<file path="config.mk">
export PLATFORM = sky130hd
export DESIGN_NAME = rr_merge_2to1_flat
export DESIGN_NICKNAME = d
export VERILOG_FILES = /design/src/rtl/rr_merge_2to1_if.sv /design/src/rtl/rr_merge_2to1.sv /design/src/flat_wrapper.sv
export SDC_FILE = /design/constraint.sdc
export NUM_CORES = 1
export LEC_CHECK = 0
export CAP_MARGIN = 20
export CORE_MARGIN = 1
export CORE_UTILIZATION = 36
export DETAILED_ROUTE_END_ITERATION = 8
export GPL_TIMING_DRIVEN = 1
export PLACE_DENSITY = 0.85
export SLEW_MARGIN = 20
export SYNTH_ARGS = -nofsm -noshare
export SYNTH_HDL_FRONTEND = slang
export SYNTH_SLANG_ARGS = --single-unit
</file>
<file path="constraint.sdc">
create_clock -name clk -period 1.6 [get_ports clk]
set_clock_uncertainty 0.15 [all_clocks]
set_input_delay 0.16 -clock clk [delete_from_list [all_inputs] [get_ports clk]]
set_output_delay 0.16 -clock clk [all_outputs]
set_load 0.02 [all_outputs]
</file>
<file path="src/rtl/rr_merge_2to1_if.sv">
// rr_merge_2to1_if: both producer streams and the shared sink stream of the 2:1 merge.
interface rr_merge_2to1_if #(parameter int DATA_W = 8);
    logic              in0_valid;
    logic              in0_ready;
    logic              in0_last;
    logic [DATA_W-1:0] in0_data;
    logic              in1_valid;
    logic              in1_ready;
    logic              in1_last;
    logic [DATA_W-1:0] in1_data;
    logic              out_valid;
    logic              out_ready;
    logic              out_src;
    logic [DATA_W-1:0] out_data;
    modport slave (
        input  in0_valid, in0_data, in0_last, in1_valid, in1_data, in1_last, out_ready,
        output in0_ready, in1_ready, out_valid, out_data, out_src
    );
    modport master (
        output in0_valid, in0_data, in0_last, in1_valid, in1_data, in1_last, out_ready,
        input  in0_ready, in1_ready, out_valid, out_data, out_src
    );
endinterface

</file>
<file path="src/rtl/rr_merge_2to1.sv">
// rr_merge_2to1: round-robin merge of two valid/ready streams into one registered output.
// Define RR_MERGE_2TO1_BURST_LOCK_EN to hold the grant on a channel until its last beat.
module rr_merge_2to1 #(
    parameter int DATA_W = 8
) (
    input logic            clk,
    input logic            rst,
    rr_merge_2to1_if.slave bus
);
    logic              out_valid;
    logic              out_src;
    logic [DATA_W-1:0] out_data;
    logic              last_served;
    logic              can_load;
    logic              grant0;
    logic              grant1;
    logic              fire0;
    logic              fire1;
    logic              fire;
    assign can_load = !out_valid || bus.out_ready;
`ifdef RR_MERGE_2TO1_BURST_LOCK_EN
    logic lock;
    logic lock_ch;
    // A locked channel keeps the slot even while it is idle mid-burst
    assign grant0 = lock ? !lock_ch : bus.in0_valid && (!bus.in1_valid || last_served);
    assign grant1 = lock ? lock_ch : bus.in1_valid && (!bus.in0_valid || !last_served);
    always_ff @(posedge clk or negedge rst) begin
        if (!rst) begin
            lock    <= 1'b0;
            lock_ch <= 1'b0;
        end else if (fire) begin
            lock    <= fire1 ? !bus.in1_last : !bus.in0_last;
            lock_ch <= fire1;
        end
    end
`else
    logic unused_last;
    assign unused_last = bus.in0_last ^ bus.in1_last;
    assign grant0 = bus.in0_valid && (!bus.in1_valid || last_served);
    assign grant1 = bus.in1_valid && (!bus.in0_valid || !last_served);
`endif
    assign bus.in0_ready = can_load && grant0;
    assign bus.in1_ready = can_load && grant1;
    assign fire0 = bus.in0_valid && bus.in0_ready;
    assign fire1 = bus.in1_valid && bus.in1_ready;
    assign fire  = fire0 || fire1;
    always_ff @(posedge clk or negedge rst) begin
        if (!rst) begin
            out_valid   <= 1'b0;
            out_data    <= '0;
            out_src     <= 1'b0;
            last_served <= 1'b1;
        end else if (can_load) begin
            out_valid <= fire;
            if (fire) begin
                out_data    <= fire1 ? bus.in1_data : bus.in0_data;
                out_src     <= fire1;
                last_served <= fire1;
            end
        end
    end
    assign bus.out_valid = out_valid;
    assign bus.out_data  = out_data;
    assign bus.out_src   = out_src;
endmodule

</file>
<file path="src/flat_wrapper.sv">
// flat-port wrapper written by rule: the top's interface ports become plain ports
module rr_merge_2to1_flat 
#(
    parameter int DATA_W = 8
)
  (clk, rst, bus_in0_valid, bus_in0_data, bus_in0_last, bus_in1_valid, bus_in1_data, bus_in1_last, bus_out_ready, bus_in0_ready, bus_in1_ready, bus_out_valid, bus_out_data, bus_out_src);
  rr_merge_2to1_if #(.DATA_W(DATA_W)) bus_i ();
  input logic clk;
  input logic rst;
  input wire logic [$bits(bus_i.in0_valid)-1:0] bus_in0_valid;
  input wire logic [$bits(bus_i.in0_data)-1:0] bus_in0_data;
  input wire logic [$bits(bus_i.in0_last)-1:0] bus_in0_last;
  input wire logic [$bits(bus_i.in1_valid)-1:0] bus_in1_valid;
  input wire logic [$bits(bus_i.in1_data)-1:0] bus_in1_data;
  input wire logic [$bits(bus_i.in1_last)-1:0] bus_in1_last;
  input wire logic [$bits(bus_i.out_ready)-1:0] bus_out_ready;
  output wire logic [$bits(bus_i.in0_ready)-1:0] bus_in0_ready;
  output wire logic [$bits(bus_i.in1_ready)-1:0] bus_in1_ready;
  output wire logic [$bits(bus_i.out_valid)-1:0] bus_out_valid;
  output wire logic [$bits(bus_i.out_data)-1:0] bus_out_data;
  output wire logic [$bits(bus_i.out_src)-1:0] bus_out_src;
  assign bus_i.in0_valid = bus_in0_valid;
  assign bus_i.in0_data = bus_in0_data;
  assign bus_i.in0_last = bus_in0_last;
  assign bus_i.in1_valid = bus_in1_valid;
  assign bus_i.in1_data = bus_in1_data;
  assign bus_i.in1_last = bus_in1_last;
  assign bus_i.out_ready = bus_out_ready;
  assign bus_in0_ready = bus_i.in0_ready;
  assign bus_in1_ready = bus_i.in1_ready;
  assign bus_out_valid = bus_i.out_valid;
  assign bus_out_data = bus_i.out_data;
  assign bus_out_src = bus_i.out_src;
  rr_merge_2to1 #(.DATA_W(DATA_W)) u_core (.clk(clk), .rst(rst), .bus(bus_i));
endmodule
</file>
==> summary.txt <==
STA
  • PnR worst setup slack: 0.0199 ns
  • RSZ-0062 raised after global routing: false
  • Worst-margin pin slew: 0.517 ns
  • Final Slew Violations: 0
  • Final worst path period need: 1.58 ns
  • Hold Vio Cnt, Final: 0
  • Max_slew headroom: 65.5%
  • Final Cycle Share: 98.8%
  • FMAX: 633 MHz
  • Final Setup Violations: 0

Die
  • DIE HEIGHT: 42.8 um
  • Row cnt: 14
  • Core area: 1520 um^2
  • Initial Util: 39.4%
  • Ports: 35
  • Die Width: 42.8 um
  • Die area: 1840 um^2

Worst setup path
  • Crit Path Max Fanout: 3
  • Startpoint Class: flip-flop
  • Crit. End Element: output port
  • WP data required: 1.29 ns
  • R2R cell count: 3
  • Crit Reg-Reg Endpoint: u_core.bus.out_data[6]
  • Arrival time at the worst endpoint: 1.27 ns
  • Worst R2R Setup Slack: 0.33 ns
  • Crit Path Category: flip-flop to output port
  • Critical R2R Launch: u_core.bus.out_valid

Cells and area
  • Final Util: 66.2%
  • Fraction of layout cells with a size suffix above 1: 20.4%
  • Area Growth Syn to Fin: 67.9%
  • Cell Count, Final, Fillers Out: 119
  • Final nets: 127
  • Fill cells: 116
  • Ant. Diodes: 0

Outcome
  • Status: finished, final reports clean

Synthesis
  • Xor/xnor share of the synthesized area: 0%
  • Syn_nets: 85
  • Area leader, netlist: dfrtp_1
  • Post-synth top area share: 41.7%
  • Cells after Synth: 62
  • Compound-Gate Fraction of Synth Area: 22.1%
  • Post-Synth Simple-Gate Area: 24.8%
  • Mux cell area share after synthesis: 0%
  • Post-Syn Area: 601 um^2
  • Distinct cells, synth: 20
  • Syn avg cell area: 9.69 um^2
  • Yosys Warn Count: 0
  • Sequential-to-total area share from yosys stat: 46.0%
  • Adder-Cell Fraction of Synth Area: 0%
  • #FFs+latches synth: 11
  • Synth area leaders: dfrtp_1 42%, o2111ai_1 12%, nand4_1 8.3%, nand3_1 6.7%, o21ai_1 6.7%
  • Largest family of logic cells by synthesized area: simple AND/OR/NAND/NOR gates

Routing
  • Drt first pass iters: 4
  • Routed WL: 1780 um
  • Wire per inst: 15.0 um
  • Drt via density: 5.79
  • Via count: 689
  • Routed Antenna Nets: 0
  • DRT iter0 DRCs: 20
  • Drt drc: 0

GRT
  • All-Layer GR Usage: 21.2%
  • First-pass GRT wire length: 2950 um
  • Number of antenna violations at the first check in global routing: 0
  • Remaining Overflow, GRT: 0
  • Pin count of the biggest net entering global routing: 15
  • Vias in the first global route: 670

Clock tree
  • Clock root buffer master: clkbuf_4
  • Buffer count from post-CTS setup fixing: 0
  • Clock latency at the later pin of the worst-skew pair: 0.26 ns
  • TritonCTS clock tree: yes
  • Htree depth: 1
  • Post-CTS sizing: 8
  • CTS sink count: 11
  • Worst-path clk slew: 0.08 ns
  • # hold bufs at CTS: 0
  • Clk buf depth: 2
  • Num CTS Buffers: 3

Pwr
  • Pwr dens: 907 nW/um^2
  • Leakage: 0.444 nW
  • Pwr Total: 915 uW
  • Max IR drop VDD: 611 uV

Hold path
  • Hold Path Class: input pin to asynchronous set/reset pin

Place
  • Post-DP HPWL: 1310 um
  • Port Buffers: 32
  • Post-Place Setup Slack: -0.247 ns
  • Gp weighted congestion: 0.760
  • Placed cell count: 115

Flow run
  • Total of max-cap violations: 0
flip-flops by register name, indices dropped and copies added, names as in the netlist:
name / cells
u_core.bus.out_src: 1
u_core.last_served: 1
u_core.bus.out_valid: 1
u_core.bus.out_data: 8
cell type report:
class / instances / area (um^2) / share of cell area, %
Timing Repair Buffer: 43 / 400 / 39.7
Tap cell: 16 / 20.0 / 1.99
Inverter: 1 / 3.75 / 0.372
Sequential cell: 11 / 277 / 27.4
Clock buffer: 4 / 26.3 / 2.61
Multi-Input combinational cell: 44 / 282 / 27.9
critical path, cell delays in order (launching register included):
cell,delay [ns]
dfstp_2,0.56
o211a_1,0.19
clkdlybuf4s15_2,0.26
synth_stat cells (all sizes together):
cell type / count
a21o: 1
a21oi: 1
and2b: 1
and3: 1
buf: 6
dfrtp: 10
dfstp: 1
inv: 1
nand2: 3
nand2b: 1
nand3: 8
nand4: 8
nor2: 2
nor3: 1
o2111ai: 8
o211a: 1
o21ai: 8
where the power goes:
part           internal, mW  total (mW)  switching [mW]
clock                0.0965       0.198           0.102
sequential            0.329       0.356          0.0271
combinational         0.182       0.361           0.179
layer usage:
metal	GRT usage, %	up-vias	share of wire (%)
met5	0	-	0
met4	5.63	0	0.56
met3	6.38	2	5.9
met2	35.5	32	51
met1	26.5	330	42
li1	-	325	-
worst max-delay path by stage:
stage	slack, ns	startpoint	cells after the start	end
2_1_floorplan	0.31	u_core.bus.out_valid	3	bus_in1_ready
3_3_place_gp	-0.23	bus_out_ready	4	bus_in0_ready
3_5_place_dp	-0.25	bus_out_ready	4	bus_in1_ready
4_1_cts	0.04	u_core.bus.out_data[2]	1	bus_out_data[2]
5_1_grt	0.0008	u_core.last_served	2	bus_in0_ready
6_report	0.02	u_core.last_served	2	bus_in0_ready
cells in the final DEF (no fill, tap or decap), types with 3 or more instances in the layout:
cell type        synthesis  layout
buf_4                    1      11
clkbuf_4                 0       3
clkdlybuf4s50_1          0      28
dfrtp_1                 10      10
nand2_1                  3       3
nand3_1                  8       8
nand4_1                  8       8
o2111ai_1                8       8
o21ai_1                  8       8
per-stage QoR:
step	instance area, um^2	hold WS, ns	setup TNS (ns)
after detailed placement	985	0.345	-0.487
after global placement	985	0.336	-0.460
after CTS	1010	0.0916	0
after global routing	1010	0.120	0
final	1010	0.0726	0
after floorplan	601	-0.286	0
logic make-up (layout without fill, tap and decap cells):
logic type             Yosys count  after routing
AO/OA/AOI/OAI                   19             19
buffers and inverters            7             48
flip-flops                      11             11
AND/OR/NAND/NOR                 25             25
Note: power is estimated with default switching activity, not from simulation.
